[src/rtl/fetch_pc_ctrl.sv]
// rtl/fetch_pc_ctrl.sv - instruction fetch PC sequencer with one-entry output buffer
//
// Purpose:
//   Owns the architectural fetch PC and picks the next PC. Redirect sources
//   in priority order are a certain branch from EX, then ROB recovery.
//   On a cache hit the next PC comes from the predictor or from PC+4.
//   The block drives the Icache address and request. It selects the 32-bit
//   instruction from the 64-bit line and holds it in a one-entry buffer
//   with a valid/ready handshake toward decode.
//
// Ports:
//   clock, reset                      - clock, synchronous active-high reset
//   if_valid                          - decode ready (accepts when fetch_valid=1)
//   certain_branch_req/_pc            - resolved taken branch redirect from EX
//   rob_target_req/_pc                - ROB recovery redirect
//   branch_pred_req/_pc               - predicted-taken target for the fetched PC
//   Icache2proc_data/_data_valid      - Icache line and hit for proc2Icache_addr
//   proc2Icache_addr/_req             - Icache line address and request (combinational)
//   fetch_valid/_inst/_pc/_npc        - output buffer toward decode
//   fetch_cnt, redirect_cnt           - delivered-instruction and redirect counters
module fetch_pc_ctrl #(
  parameter int               XLEN     = 32,
  parameter logic [XLEN-1:0]  RESET_PC = '0,
  parameter int               CNT_W    = 32
) (
  input  logic             clock,
  input  logic             reset,
  input  logic             if_valid,
  input  logic             certain_branch_req,
  input  logic [XLEN-1:0]  certain_branch_pc,
  input  logic             rob_target_req,
  input  logic [XLEN-1:0]  rob_target_pc,
  input  logic             branch_pred_req,
  input  logic [XLEN-1:0]  branch_pred_pc,
  input  logic [63:0]      Icache2proc_data,
  input  logic             Icache2proc_data_valid,
  output logic [XLEN-1:0]  proc2Icache_addr,
  output logic             proc2Icache_req,
  output logic             fetch_valid,
  output logic [31:0]      fetch_inst,
  output logic [XLEN-1:0]  fetch_pc,
  output logic [XLEN-1:0]  fetch_npc,
  output logic [CNT_W-1:0] fetch_cnt,
  output logic [CNT_W-1:0] redirect_cnt
);

  typedef enum logic {S_FETCH, S_HOLD} state_t;

  localparam logic [XLEN-1:0] ALIGN_MASK = ~XLEN'(3);
  localparam logic [XLEN-1:0] LINE_MASK  = ~XLEN'(7);

  state_t            r_state;
  state_t            w_state_next;
  logic [XLEN-1:0]   r_pc;
  logic              r_fetch_valid;
  logic [31:0]       r_fetch_inst;
  logic [XLEN-1:0]   r_fetch_pc;
  logic [XLEN-1:0]   r_fetch_npc;
  logic [CNT_W-1:0]  r_fetch_cnt;
  logic [CNT_W-1:0]  r_redirect_cnt;

  logic              w_load_ok;
  logic              w_req;
  logic              w_redirect;
  logic [XLEN-1:0]   w_redirect_pc;
  logic              w_hit;
  logic              w_accept;
  logic [XLEN-1:0]   w_npc;

  assign w_load_ok     = !r_fetch_valid || if_valid;
  assign w_req         = (r_state == S_FETCH) && w_load_ok && !reset;
  assign w_redirect    = certain_branch_req || rob_target_req;
  assign w_redirect_pc = (certain_branch_req ? certain_branch_pc : rob_target_pc) & ALIGN_MASK;
  // A redirect in the same cycle kills both the hit and the accept.
  assign w_hit         = w_req && Icache2proc_data_valid && !w_redirect;
  assign w_accept      = r_fetch_valid && if_valid && !w_redirect;
  assign w_npc         = branch_pred_req ? (branch_pred_pc & ALIGN_MASK) : (r_pc + XLEN'(4));

  always_comb begin
    w_state_next = r_state;
    case (r_state)
      S_FETCH: if (!w_redirect && r_fetch_valid && !if_valid) w_state_next = S_HOLD;
      S_HOLD:  if (w_redirect || if_valid) w_state_next = S_FETCH;
      default: w_state_next = S_FETCH;
    endcase
  end

  always_ff @(posedge clock) begin
    if (reset) begin
      r_state        <= S_FETCH;
      r_pc           <= RESET_PC;
      r_fetch_valid  <= 1'b0;
      r_fetch_inst   <= '0;
      r_fetch_pc     <= '0;
      r_fetch_npc    <= '0;
      r_fetch_cnt    <= '0;
      r_redirect_cnt <= '0;
    end else begin
      r_state <= w_state_next;
      if (w_redirect) begin
        r_pc           <= w_redirect_pc;
        r_fetch_valid  <= 1'b0;
        r_redirect_cnt <= r_redirect_cnt + CNT_W'(1);
      end else begin
        if (w_hit) begin
          r_fetch_inst  <= r_pc[2] ? Icache2proc_data[63:32] : Icache2proc_data[31:0];
          r_fetch_pc    <= r_pc;
          r_fetch_npc   <= w_npc;
          r_pc          <= w_npc;
          r_fetch_valid <= 1'b1;
        end else if (w_accept) begin
          r_fetch_valid <= 1'b0;
        end
        if (w_accept) r_fetch_cnt <= r_fetch_cnt + CNT_W'(1);
      end
    end
  end

  assign proc2Icache_addr = r_pc & LINE_MASK;
  assign proc2Icache_req  = w_req;
  assign fetch_valid      = r_fetch_valid;
  assign fetch_inst       = r_fetch_inst;
  assign fetch_pc         = r_fetch_pc;
  assign fetch_npc        = r_fetch_npc;
  assign fetch_cnt        = r_fetch_cnt;
  assign redirect_cnt     = r_redirect_cnt;

endmodule

[config.mk]
export PLATFORM = sky130hd
export DESIGN_NAME = fetch_pc_ctrl
export DESIGN_NICKNAME = d
export VERILOG_FILES = /design/src/rtl/fetch_pc_ctrl.sv
export SDC_FILE = /design/constraint.sdc
export NUM_CORES = 1
export LEC_CHECK = 0
export CAP_MARGIN = 20
export CORE_MARGIN = 2
export CORE_UTILIZATION = 40
export DETAILED_ROUTE_END_ITERATION = 10
export PLACE_DENSITY = 0.87
export SYNTH_ARGS = -nofsm -noshare
export SYNTH_HDL_FRONTEND = slang
export SYNTH_SLANG_ARGS = --single-unit
[constraint.sdc]
create_clock -name clock -period 2.3 [get_ports clock]
set_input_delay 0.46 -clock clock [delete_from_list [all_inputs] [get_ports clock]]
set_output_delay 0.46 -clock clock [all_outputs]
set_load 0.005 [all_outputs]
==> results.yml, run 1 <==
status:
  outcome: "finished clean"
synthesis:
  syn_area_um2: 9390
  yosys-top-cells-area: "dfxtp_1, nand2_1, nor2_1"
  synth_ff_type: "dfxtp_1"
  synth_top_area_share_pct: 41.3
  ys_warn_count: 0
  synthDistinctLibCells: 61
  post_synth_inst_count: 1145
  avgSynthCellArea_um2: 8.20
  synth-edff-count: 0
  synth_top_area_cell: "dfxtp_1"
  yosysSeqAreaShare_pct: 41.3
  async_reset_ff_share_pct: 0
  synth_seq_cells: 194
clock_network:
  holdBufCountCts: 0
  cts_buffers: 17
  root_buffer: "clkbuf_16"
  cts_htree_levels: 4
  path_clk_slew_ns: 0.07
  clk_path_buf_depth: 2
  cts_tree: "built"
  cts_sinks: 194
  clock_latency_ns: 0.43
place:
  port-buffer-count: 351
  place_ws_ns: -0.108
  place_area_um2: 13600
  place.gp.congestion: 0.888
  dp_hpwl_um: 25700
pwr:
  power_frac_seq_pct: 45.5
  pwr-share-clk_pct: 39.2
  power.internal_mw: 5.67
  p_comb_share_pct: 15.3
  p_leak_nw: 5.08
  power_density_nw_per_um2: 547
  switchingPower_mw: 2.08
  ir_drop_uv: 427
  switching_share_pct: 26.9
critical_path:
  worstSetupPathType: "flip-flop to flip-flop"
  cp.buffers_inverters: 0
  path_cells: "ha_2 > nand3_2 > or4_4 > o31a_1 > or3_1 > a32o_1"
  cp-start-kind: "flip-flop"
  cp.required_ns: 2.62
  cpPeakStageDelay_ns: 0.54
  cp_max_fo: 4
  end_kind: "flip-flop"
  crit_arrival_ns: 2.53
  cp_slowest_cell: "or4_4"
  critical_path.top_delay_family: "simple AND/OR/NAND/NOR gates"
floorplan:
  rows: 56
  fp.dieH_um: 157
  core_um2: 23300
  dieArea_um2: 24700
  initial_core_util_pct: 40.4
  die-width_um: 157
  boundaryPins: 361
detailed_routing:
  routed_via_density: 5.45
  wl_um: 33500
  drc: 0
  drt_iter0_drc: 830
  ant_nets: 0
  wire_per_inst_um: 18.3
  top_layer_used: "met5"
  vias: 10000
  routed-wl-met2_um: 16000
  wl_met1_um: 13300
  drt_first_pass_iters: 5
  wl_met3_um: 2710
layout:
  design_area_um2: 14200
  layout.nets: 1673
  synthToLayoutAreaGrowth_pct: 50.7
  drive_gt1_share_pct: 9.89
timing:
  setup_viol: 0
  whs_ns: 0.453
  slew_headroom_pct: 54.7
  hold_violations: 0
  fin_skew_ns: 0.0141
  drv_slew: 0
  min_period_ns: 2.21
  fin_crit_sh_pct: 96.0
  worstMarginPinSlew_ns: 0.678
  rsz0062_at_grt: "no"
  layout_setup_ws_ns: 0.0923
  max_freq_mhz: 453
  setup_tns_ns: 0
global_route:
  grt_pass1_vias: 9411
  grt_use_total_pct: 26.2
  grt_max_degree: 107
  grt_overflow_total: 0
  antenna_found_initial: 3
  grt_pass1_wl_um: 50500
hold_path:
  hold_class: "flip-flop to flip-flop"
job:
  drv_cap: 0
==> final timing paths <==
kind	startpoint	endpoint	slack, ns	depth (start not counted)
worst max-delay path	r_pc[3]$_SDFFE_PP0P_	fetch_npc[26]$_SDFFE_PP0P_	0.09	6
worst min-delay path	fetch_pc[21]$_SDFFE_PP0P_	fetch_pc[21]$_SDFFE_PP0P_	0.45	2
worst max register to register	r_pc[3]$_SDFFE_PP0P_	fetch_npc[26]$_SDFFE_PP0P_	0.09	6
worst min register to register	fetch_pc[21]$_SDFFE_PP0P_	fetch_pc[21]$_SDFFE_PP0P_	0.45	2
==> worst register-to-register path, delay by kind of cell, from the launching register on <==
kind,cells,cell delay [ns]
flip-flops,1,0.34
AND/OR/NAND/NOR,3,1.02
adder cells (fa/ha/maj),1,0.19
AO/OA/AOI/OAI,2,0.55
==> cell usage after synthesis, types with 3 or more instances <==
cell type and instances:
a21oi_1 76, or3_1 7, dfxtp_1 194, xnor2_1 27, nand3_1 54, and4_1 12, o211ai_1 13, a211oi_1 40
o31ai_1 8, a221oi_1 4, buf_2 3, o31a_1 6, nand2_1 149, o221ai_1 5, o21a_1 6, nor3_1 25
and3_1 12, nand3b_1 6, mux2i_1 40, nor2_1 120, a221o_1 6, ha_1 3, nand4_1 33, clkbuf_1 64
xor2_1 39, buf_1 6, a21o_1 3, o22ai_1 7, buf_6 4, inv_1 12, o21ai_1 3, or4_1 8
nor4_1 13, o21ai_0 41, nor2b_1 3, a31oi_1 7, and2_1 9, buf_4 36, nand2b_1 11, a311oi_1 3
==> layout by cell type (no fill, tap or decap), types with 11 or more instances in the layout <==
master	n
clkdlybuf4s50_1	347
dfxtp_1	192
nand2_1	149
nor2_1	120
buf_4	93
a21oi_1	76
nand3_1	54
o21ai_0	41
mux2i_1	40
a211oi_1	40
xor2_1	39
nand4_1	33
xnor2_1	27
nor3_1	25
clkbuf_16	17
nor4_1	13
o211ai_1	13
inv_1	12
and3_1	12
and4_1	12
nand2b_1	11
==> sequential cells by signal (all words and copies together) (netlist names) <==
register	count
fetch_cnt	32
fetch_inst	32
fetch_npc	32
fetch_pc	32
fetch_valid	1
r_pc	32
r_state	1
redirect_cnt	32
==> cell families after synthesis <==
| family | after synthesis | share of synthesized area (%) |
|---|---|---|
| mux | 40 | 4.26 |
| buf+inv | 128 | 6.98 |
| flops | 194 | 41.3 |
| fa+ha+maj | 3 | 0.400 |
| simple gates | 475 | 24.6 |
| compound gates | 238 | 16.2 |
| xor+xnor | 66 | 6.15 |
| other cells | 1 | 0.0399 |
==> per-layer routing <==
metal | up-vias | track usage, %
met4 | 4 | 13.5
li1 | 4753 | -
met1 | 4703 | 31.6
met3 | 90 | 7.10
met5 | - | 0
met2 | 464 | 43.0
==> through the flow <==
| stage | util (%) | instances | power (mW) |
|---|---|---|---|
| 5_1_grt | 60.9 | 1836 | 8.03 |
| 2_1_floorplan | - | 1147 | 4.11 |
| 3_5_place_dp | 58.3 | 1803 | 4.78 |
| 4_1_cts | 60.8 | 1835 | 7.78 |
| 3_3_place_gp | 58.3 | 1803 | 4.75 |
| 6_report | 60.9 | 1836 | 7.75 |
==> power groups by stage <==
stage               clock (mW)  combinational (mW)  sequential, mW
finish                    3.04                1.19            3.53
global route              3.22                1.27            3.54
CTS                       3.08                1.18            3.52
detailed placement           0                1.18            3.60
global placement             0                1.15            3.60
floorplan                    0               0.505            3.61
==> layout make-up <==
type / count / area, um^2
fill: 1991 / 9100
inverter: 14 / 52.6
multi-input combinational: 825 / 4870
clock inverter: 14 / 168
tap: 319 / 399
timing repair buffer: 451 / 4350
antenna: 1 / 2.50
clock buffer: 18 / 429
sequential: 194 / 3890
==> what timing repair did <==
action,in CTS,in global routing
resized for setup,1,2
setup endpoints to repair,1,9
pin swaps,0,1
buffers inserted,0,0
(Power assumes the default switching activity.)
==> run 2: changes to the inputs <==
Settings changed: CTS_CLUSTER_SIZE set to 12.
==> results of run 2 <==
Final layout, timing and power as in run 1 (identical DEF).
==> run 3: changes to the inputs <==
Settings changed: TNS_END_PERCENT set to 100.
==> results of run 3 <==
Final layout, timing and power as in run 1 (identical DEF).
